File: config.mk
export PLATFORM = sky130hd
export DESIGN_NAME = module_volume
export DESIGN_NICKNAME = d
export VERILOG_FILES = /design/src/rtl/module_volume.sv
export SDC_FILE = /design/constraint.sdc
export NUM_CORES = 1
export LEC_CHECK = 0
export ABC_AREA = 1
export CAP_MARGIN = 25
export CORE_ASPECT_RATIO = 1.75
export CORE_MARGIN = 3
export CORE_UTILIZATION = 60
export CTS_CLUSTER_DIAMETER = 40
export CTS_CLUSTER_SIZE = 30
export DETAILED_ROUTE_END_ITERATION = 6
export PLACE_DENSITY = 0.84
export SYNTH_ARGS = -nofsm -noshare
export SYNTH_HDL_FRONTEND = slang
export SYNTH_SLANG_ARGS = --single-unit
File: constraint.sdc
create_clock -name clk -period 4.38 [get_ports clk]
set_input_delay 0.876 -clock clk [delete_from_list [all_inputs] [get_ports clk]]
set_output_delay 0.876 -clock clk [all_outputs]
set_load 0.03 [all_outputs]
File: src/rtl/module_volume.sv
// module_volume -- output volume stage between the IIR low-pass filter and
// the DAC/serializer.
//
// Each 18-bit signed sample from the filter is scaled by an 8-bit gain
// (128 = unity). The gain target comes from MIDI CC 7 (channel volume).
// The product is built by a serial shift-add over the 8 gain bits, so the
// block needs no hardware multiplier.
//
// Build option:
//   MODULE_VOLUME_RAMP_EN  defined   : once per sample, cur_gain moves toward
//                                       target_gain by at most RAMP_STEP. This
//                                       suppresses zipper noise.
//                          undefined : cur_gain jumps to target_gain on every
//                                       sample. RAMP_STEP is not used.
//   Latency is the same in both builds.
//
// Ports:
//   clk             system clock
//   reset_n         synchronous active-low reset
//   midi_rdy        one-cycle strobe; the MIDI fields below are valid
//   midi_cmd        decoded MIDI command
//   midi_ch_sysn    MIDI channel
//   midi_data0      controller number
//   midi_data1      controller value
//   sample_in_rdy   one-cycle strobe; sample_in is valid
//   sample_in       signed sample from the LPF
//   sample_out_rdy  one-cycle strobe; sample_out is valid
//   sample_out      scaled signed sample; holds its value until the next result
//   busy            high while a sample is in flight
//   overrun         sticky; a sample arrived while the block was busy

`ifndef MIDI_CMD_SIZE
`define MIDI_CMD_SIZE 4
`endif
`ifndef MIDI_CMD_CC
`define MIDI_CMD_CC 4'd3
`endif

module module_volume #(
    parameter logic [3:0] MIDI_CH   = 4'h0,
    parameter logic [6:0] CC_NUM    = 7'd7,
    parameter logic [7:0] INIT_GAIN = 8'd128,
    parameter logic [7:0] RAMP_STEP = 8'd1
) (
    input  logic                      clk,
    input  logic                      reset_n,
    input  logic                      midi_rdy,
    input  logic [`MIDI_CMD_SIZE-1:0] midi_cmd,
    input  logic [3:0]                midi_ch_sysn,
    input  logic [6:0]                midi_data0,
    input  logic [6:0]                midi_data1,
    input  logic                      sample_in_rdy,
    input  logic signed [17:0]        sample_in,
    output logic                      sample_out_rdy,
    output logic signed [17:0]        sample_out,
    output logic                      busy,
    output logic                      overrun
);

    typedef enum logic [1:0] {
        IDLE = 2'd0,
        LOAD = 2'd1,
        MULT = 2'd2,
        DONE = 2'd3
    } state_t;

    state_t              state;
    state_t              state_nxt;

    logic signed [17:0]  sample_q;
    logic [7:0]          cur_gain;
    logic [7:0]          target_gain;
    logic [7:0]          cur_gain_nxt;
    logic signed [25:0]  acc;
    logic [2:0]          bit_cnt;

    logic                cc_hit;
    logic [7:0]          cc_gain;
    logic signed [25:0]  sample_ext;
    logic signed [25:0]  partial;

    // Bit 6 of the CC value adds one. This makes 127 map to exact unity
    // (128), while 0..63 pass through unchanged.
    assign cc_hit  = midi_rdy && (midi_cmd == `MIDI_CMD_CC) &&
                     (midi_ch_sysn == MIDI_CH) && (midi_data0 == CC_NUM);
    assign cc_gain = {1'b0, midi_data1} + {7'd0, midi_data1[6]};

    assign sample_ext = 26'(sample_q);
    assign partial    = sample_ext <<< bit_cnt;

    // The final result is acc >>> 7 truncated to 18 bits. With |sample| <= 2^17
    // and gain <= 128, acc[25] is only a copy of the sign. It is never needed.
    logic unused_acc_msb;
    assign unused_acc_msb = acc[25];

    // ------------------------------------------------------------------
    // Gain update that is applied in LOAD
    // ------------------------------------------------------------------
`ifdef MODULE_VOLUME_RAMP_EN
    logic [7:0] gain_up_dist;
    logic [7:0] gain_dn_dist;

    assign gain_up_dist = target_gain - cur_gain;
    assign gain_dn_dist = cur_gain - target_gain;

    // The step is compared against the remaining distance before it is
    // added or subtracted. The gain therefore snaps to target instead of
    // overshooting or wrapping through 0/255.
    always_comb begin
        cur_gain_nxt = target_gain;
        if (cur_gain < target_gain) begin
            if (gain_up_dist > RAMP_STEP)
                cur_gain_nxt = cur_gain + RAMP_STEP;
        end else if (cur_gain > target_gain) begin
            if (gain_dn_dist > RAMP_STEP)
                cur_gain_nxt = cur_gain - RAMP_STEP;
        end
    end
`else
    logic unused_ramp_step;
    assign unused_ramp_step = ^RAMP_STEP;

    always_comb begin
        cur_gain_nxt = target_gain;
    end
`endif

    // ------------------------------------------------------------------
    // FSM: state register
    // ------------------------------------------------------------------
    always_ff @(posedge clk) begin
        if (!reset_n)
            state <= IDLE;
        else
            state <= state_nxt;
    end

    // ------------------------------------------------------------------
    // FSM: next-state logic
    // ------------------------------------------------------------------
    always_comb begin
        state_nxt = state;
        case (state)
            IDLE: if (sample_in_rdy) state_nxt = LOAD;
            LOAD: state_nxt = MULT;
            MULT: if (bit_cnt == 3'd7) state_nxt = DONE;
            DONE: state_nxt = IDLE;
            default: state_nxt = IDLE;
        endcase
    end

    // ------------------------------------------------------------------
    // Datapath and status
    // ------------------------------------------------------------------
    always_ff @(posedge clk) begin
        if (!reset_n) begin
            sample_q       <= '0;
            cur_gain       <= INIT_GAIN;
            target_gain    <= INIT_GAIN;
            acc            <= '0;
            bit_cnt        <= '0;
            sample_out     <= '0;
            sample_out_rdy <= 1'b0;
            busy           <= 1'b0;
            overrun        <= 1'b0;
        end else begin
            // The CC write can happen in any state. LOAD reads the registered
            // target, so a write in the same cycle as LOAD takes effect on
            // the next sample.
            if (cc_hit)
                target_gain <= cc_gain;

            if (sample_in_rdy && (state != IDLE))
                overrun <= 1'b1;

            busy           <= (state_nxt != IDLE);
            sample_out_rdy <= (state == DONE);

            case (state)
                IDLE: begin
                    if (sample_in_rdy)
                        sample_q <= sample_in;
                end
                LOAD: begin
                    cur_gain <= cur_gain_nxt;
                    acc      <= '0;
                    bit_cnt  <= '0;
                end
                MULT: begin
                    if (cur_gain[bit_cnt])
                        acc <= acc + partial;
                    bit_cnt <= bit_cnt + 3'd1;
                end
                DONE: begin
                    // Take bits [24:7]. This is an arithmetic shift right
                    // by 7, so the result is rounded toward -inf.
                    sample_out <= acc[24:7];
                end
                default: ;
            endcase
        end
    end

endmodule

# Word-level counts from Yosys, hierarchy flattened

Cells that the tools add are included.

Add/subtract/negate cells: 3
Magnitude comparators: 1
Equality and inequality tests: 7
Shift operators: 1
Muxes and demuxes: 8
Reduce and logical (&&, ||, !) cells: 11

Operators by type and width:

| operator                                                             | number |
|---|---|
| 26-bit case mux with 2 select lines                                  | 1 |
| 26-bit adder                                                         | 1 |
| 26-bit 2-to-1 mux                                                    | 1 |
| 18-bit by 3-bit <<< shifter with 26-bit output                       | 1 |
| 7-bit by 1-bit adder with 8-bit output                               | 1 |
| 2-bit case mux with 4 select lines                                   | 1 |
| 7-bit by 3-bit == test with 1-bit output, second input constant      | 1 |
| 3-bit case mux with 2 select lines                                   | 1 |
| 2-bit nonzero test                                                   | 3 |
| 2-bit == test, second input constant                                 | 2 |
| 4-bit by 2-bit == test with 1-bit output, second input constant      | 1 |
| 1-bit logical AND                                                    | 4 |
| 4-bit logical NOT                                                    | 1 |
| 3-bit by 4-bit < comparator with 1-bit output, second input constant | 1 |
| 2-bit 2-to-1 mux                                                     | 2 |
| 2-bit AND reduction                                                  | 2 |
| 3-bit by 1-bit adder with 3-bit output, second input constant        | 1 |
| 1-bit binary-select mux with 3-bit select                            | 1 |
| 3-bit == test, second input constant                                 | 1 |
| 2-bit by 1-bit == test with 1-bit output, second input constant      | 1 |
| 2-bit logical NOT                                                    | 1 |
| 2-bit inequality test, second input constant                         | 1 |
| 1-bit 2-to-1 mux                                                     | 1 |

Register bits: 86
Bits of input ports: 44

# Depth between registers and ports, before layout

Word-level depth: 4
Mapped depth: 20
Gate-level depth less buffers: 19

# Worst setup path before layout

No wires, ideal clock.

Path type: register to register
Start: register bit_cnt[0]
End: register acc[24]
Library setup time: 135 ps
Arrival: 2282 ps
Setup slack: 1962 ps
Stages on the path, launching flop included: 18
Path buffers: 1
Period minus slack after synthesis: 2418 ps
Cell sequence: dfxtp_1 -> inv_1 -> clkbuf_1 -> nand2_1 -> nor3_1 -> ha_1 -> inv_1 -> fa_1 -> inv_1 -> nand2_1 -> nand2_1 -> nand3_1 -> nand2_1 -> nand2_1 -> nand3_1 -> nand2_1 -> nand3_1 -> a21oi_1

Word-level cells in the longest chain between the ends: 4
Elaborated cells on any way between the ends: 8

RTL lines:

| what                                                                                                               | line     | source |
|---|---|---|
| from (decl)                                                                                                        | 75       | `logic [2:0] bit_cnt;` |
| from (signal assigned)                                                                                             | 192      | `bit_cnt <= bit_cnt + 3'd1;` |
| 18-bit by 3-bit <<< shifter with 26-bit output / 1-bit binary-select mux with 3-bit select (equally long branches) | 89, 190  |  |
| 26-bit adder / 1-bit 2-to-1 mux (equally long branches)                                                            | 191, 190 |  |
| 26-bit 2-to-1 mux / 2-bit inequality test (equally long branches)                                                  | --       |  |
| 26-bit case mux with 2 select lines / 2-bit AND reduction (equally long branches)                                  | --       |  |
| to (signal assigned)                                                                                               | 191      | `acc <= acc + partial;` |
| to (decl)                                                                                                          | 74       | `logic signed [25:0] acc;` |

Parallel ways exist; a longest one is shown, timed or not. The select of a mux whose other input is x is not followed.
A chain may end at the register's enable or synchronous reset.

# Final worst setup path

Start: register bit_cnt[0]
End: register acc[20]

The elaborated chain is that of the path after synthesis.

==> flow_metrics.tcl <==
set metrics [dict create \
    outcome "completed" \
    hold_class "reg -> reg" \
    netlist.area_leader.share_pct 29.6 \
    power_density_nw_per_um2 343 \
    syn-num-nets 1010 \
    grt_pass1_vias 5950 \
    layout_setup_ws_ns 1.44 \
    die_width_um 79.9 \
    grt_overflow 0 \
    r2r_start "bit_cnt[0]$_SDFFE_PN0P_" \
    p_comb_share_pct 23.3 \
    layout.nets 1062 \
    slew_violations 0 \
    yosysMostFrequentCell "nand2_1" \
    dpl.cell_count 1094 \
    switching_power_uw 736 \
    cts.sinks 85 \
    rows 46 \
    seq_area_um2 1700 \
    syn_area_um2 5740 \
    internal-power_uw 1590 \
    wl_um 16000 \
    p_leak_uw 0.00326 \
    postCtsSetupRepairBufs 0 \
    holdCritStartpoint "cur_gain_nxt[4]$_SDFFE_PN0P_" \
    whs_path_depth 2 \
    crit_fanout 17 \
    cts.clk_slew.worst_paths_ns 0.07 \
    final_cells 1110 \
    synth_largest_area_cell "dfxtp_1" \
    ff2ff_path_depth 14 \
    ys_ff_latch 85 \
    max_cap_viol_count 0 \
    cts_buffer_depth 2 \
    synth_common_cells "nand2_1, nor2_1, inv_1, dfxtp_1, o21ai_0" \
    die_h_um 135 \
    cp-start-kind "flip-flop" \
    multiInputGateArea_um2 3440 \
    synth_ff_type "dfxtp_1" \
    synthArstFlopShare_pct 0 \
    fin_util_pct 73.8 \
    hold_path_end "cur_gain_nxt[4]$_SDFFE_PN0P_" \
    worst_pin_slew_ns 0.755 \
    finalHoldViolCount 0 \
    fillers 819 \
    swShare_pct 31.6 \
    p_seq_share_pct 37.2 \
    pwr-share-clk_pct 39.5 \
    clk_latency_ns 0.36 \
    required_ns 4.61 \
    antenna_found_initial 0 \
    start_util_pct 62.3 \
    htreeDepth 3 \
    min_period_ns 2.94 \
    post_drt_wl_per_cell_um 14.4 \
    max_freq_mhz 341 \
    synth_top_cells_by_area "dfxtp_1, nand2_1, nor2_1" \
    cts_tree "built" \
    syn_avg_cell_area_um2 6.15 \
    via_count 6038 \
    cts-root-buf "clkbuf_16" \
    rsz0062_at_grt "no" \
    worstSetupPathType "reg -> reg" \
    finalSetupViolations 0 \
    viasPerCell 5.44 \
    synth_edf_count 0 \
    core-area_um2 9210 \
    port_buffers 64 \
    cts-buffers-inserted 9 \
    dpl.hpwl_um 12300 \
    antenna_cells 0 \
    postCtsHoldBufs 0 \
    period_share_pct 67.0 \
    end_kind "flip-flop" \
    ios 65 \
    dieArea_um2 10800 \
    finalClockSkew_ns 0.0108 \
    gp_congestion 1.01 \
    slew_headroom_pct 49.5 \
    worstReg2RegEnd "acc[20]$_SDFFE_PN0P_" \
    grt_max_degree 32 \
    finalPower_uw 2330 \
    track_usage_pct 31.3 \
    cts_resized 0 \
    ys_seq_area_share_pct 29.6 \
    cp_data_arrival_time_ns 3.17 \
    synth_cell_types 37 \
    dr.pass1.iters 5 \
    drc_errors 0 \
    netlist_instances 933 \
    r2r_setup_slack_ns 1.44 \
    final.setup.tns_ns 0 \
    ant_nets 0 \
    yosys_warnings 0 \
    first_iter_violations 345 \
    peakVddDrop_mv 0.263 \
    drive_above_1_share_pct 5.45 \
    dp_slack_ns 1.41 \
    grt_pass1_wl_um 26700 \
    syn_to_final_growth_pct 18.4 \
]
[layer usage]
layer / up-vias / GRT usage, % / wire, um
met5: - / 0 / 0
met4: 0 / 18.0 / 944
met3: 59 / 5.59 / 704
met2: 193 / 57.4 / 8380
met1: 2724 / 32.2 / 5940
li1: 3062 / - / -
[cell usage in the layout, fill, tap and decap left out, drive strengths merged, types with 3 or more instances in the layout]
master | synthesis | final
o21ai | 81 | 81
bufinv | 0 | 3
nand3b | 6 | 6
xor2 | 4 | 4
nor2 | 131 | 131
clkinv | 3 | 5
nand4 | 11 | 11
dfxtp | 85 | 85
nor3 | 4 | 4
clkbuf | 20 | 9
mux2i | 6 | 6
clkdlybuf4s50 | 0 | 64
ha | 32 | 32
a211oi | 3 | 3
or2 | 8 | 8
a21oi | 55 | 55
buf | 9 | 6
inv | 118 | 120
nand3 | 60 | 60
nand2 | 288 | 288
[flip-flops by register name, indices dropped and copies added, names as in the netlist]
name and cells:
sample_q 18, acc 25, overrun 1, state 2
cur_gain 8, bit_cnt 3, cur_gain_nxt 8, busy 1
sample_out 18, sample_out_rdy 1
[metrics by stage]
| step | instance area (um2) | hold slack [ns] |
|---|---|---|
| 5_1_grt | 6800 | 0.481 |
| 3_5_place_dp | 6440 | 0.444 |
| 6_report | 6800 | 0.454 |
| 3_3_place_gp | 6440 | 0.446 |
| 4_1_cts | 6800 | 0.453 |
| 2_1_floorplan | 5740 | 0.430 |
[critical path, cell delays in order (launching register included)]
cell and delay, ns:
dfxtp_1 0.32, inv_1 0.21, nand2_1 0.13, nand2_1 0.09
o21ai_0 0.40, mux2i_1 0.17, ha_1 0.40, nand2_1 0.11
nor2_1 0.31, nand2_1 0.19, nand3b_1 0.21, nand3_1 0.09
nand2_1 0.05, nand3_1 0.06, a21oi_1 0.07
[final cells by class]
class,count,area share (%)
repair buffers,70,10.1
clock buffers,9,3.31
multi-input cells,698,50.7
inverters,121,6.72
well taps,120,2.21
flip-flops and latches,85,25.0
clock inverters,7,1.95
[kinds of logic after synthesis]
group,share of synthesized area [%]
and+or+nand+nor,37.4
buffers and inverters,10.4
AOI/OAI and AO/OA,13.3
DFF,29.6
adders and majority gates,7.32
xor gates and xnor gates,0.916
muxes,1.05
[how the worst max path moves through the flow]
stage	from	to	slack (ns)
CTS	bit_cnt[0]$_SDFFE_PN0P_	acc[20]$_SDFFE_PN0P_	1.54
global placement	reset_n	bit_cnt[0]$_SDFFE_PN0P_	1.44
global route	bit_cnt[0]$_SDFFE_PN0P_	acc[20]$_SDFFE_PN0P_	1.22
finish	bit_cnt[0]$_SDFFE_PN0P_	acc[20]$_SDFFE_PN0P_	1.44
detailed placement	reset_n	bit_cnt[0]$_SDFFE_PN0P_	1.41
floorplan	bit_cnt[0]$_SDFFE_PN0P_	acc[24]$_SDFFE_PN0P_	1.96
[power by group through the flow]
stage               Combinational [uW]  Sequential, uW  Clock (uW)
floorplan                          340             904           0
global placement                   522             882           0
detailed placement                 531             883           0
CTS                                539             866         921
global route                       606             873         956
finish                             542             867         921
(Power assumes the default switching activity.)
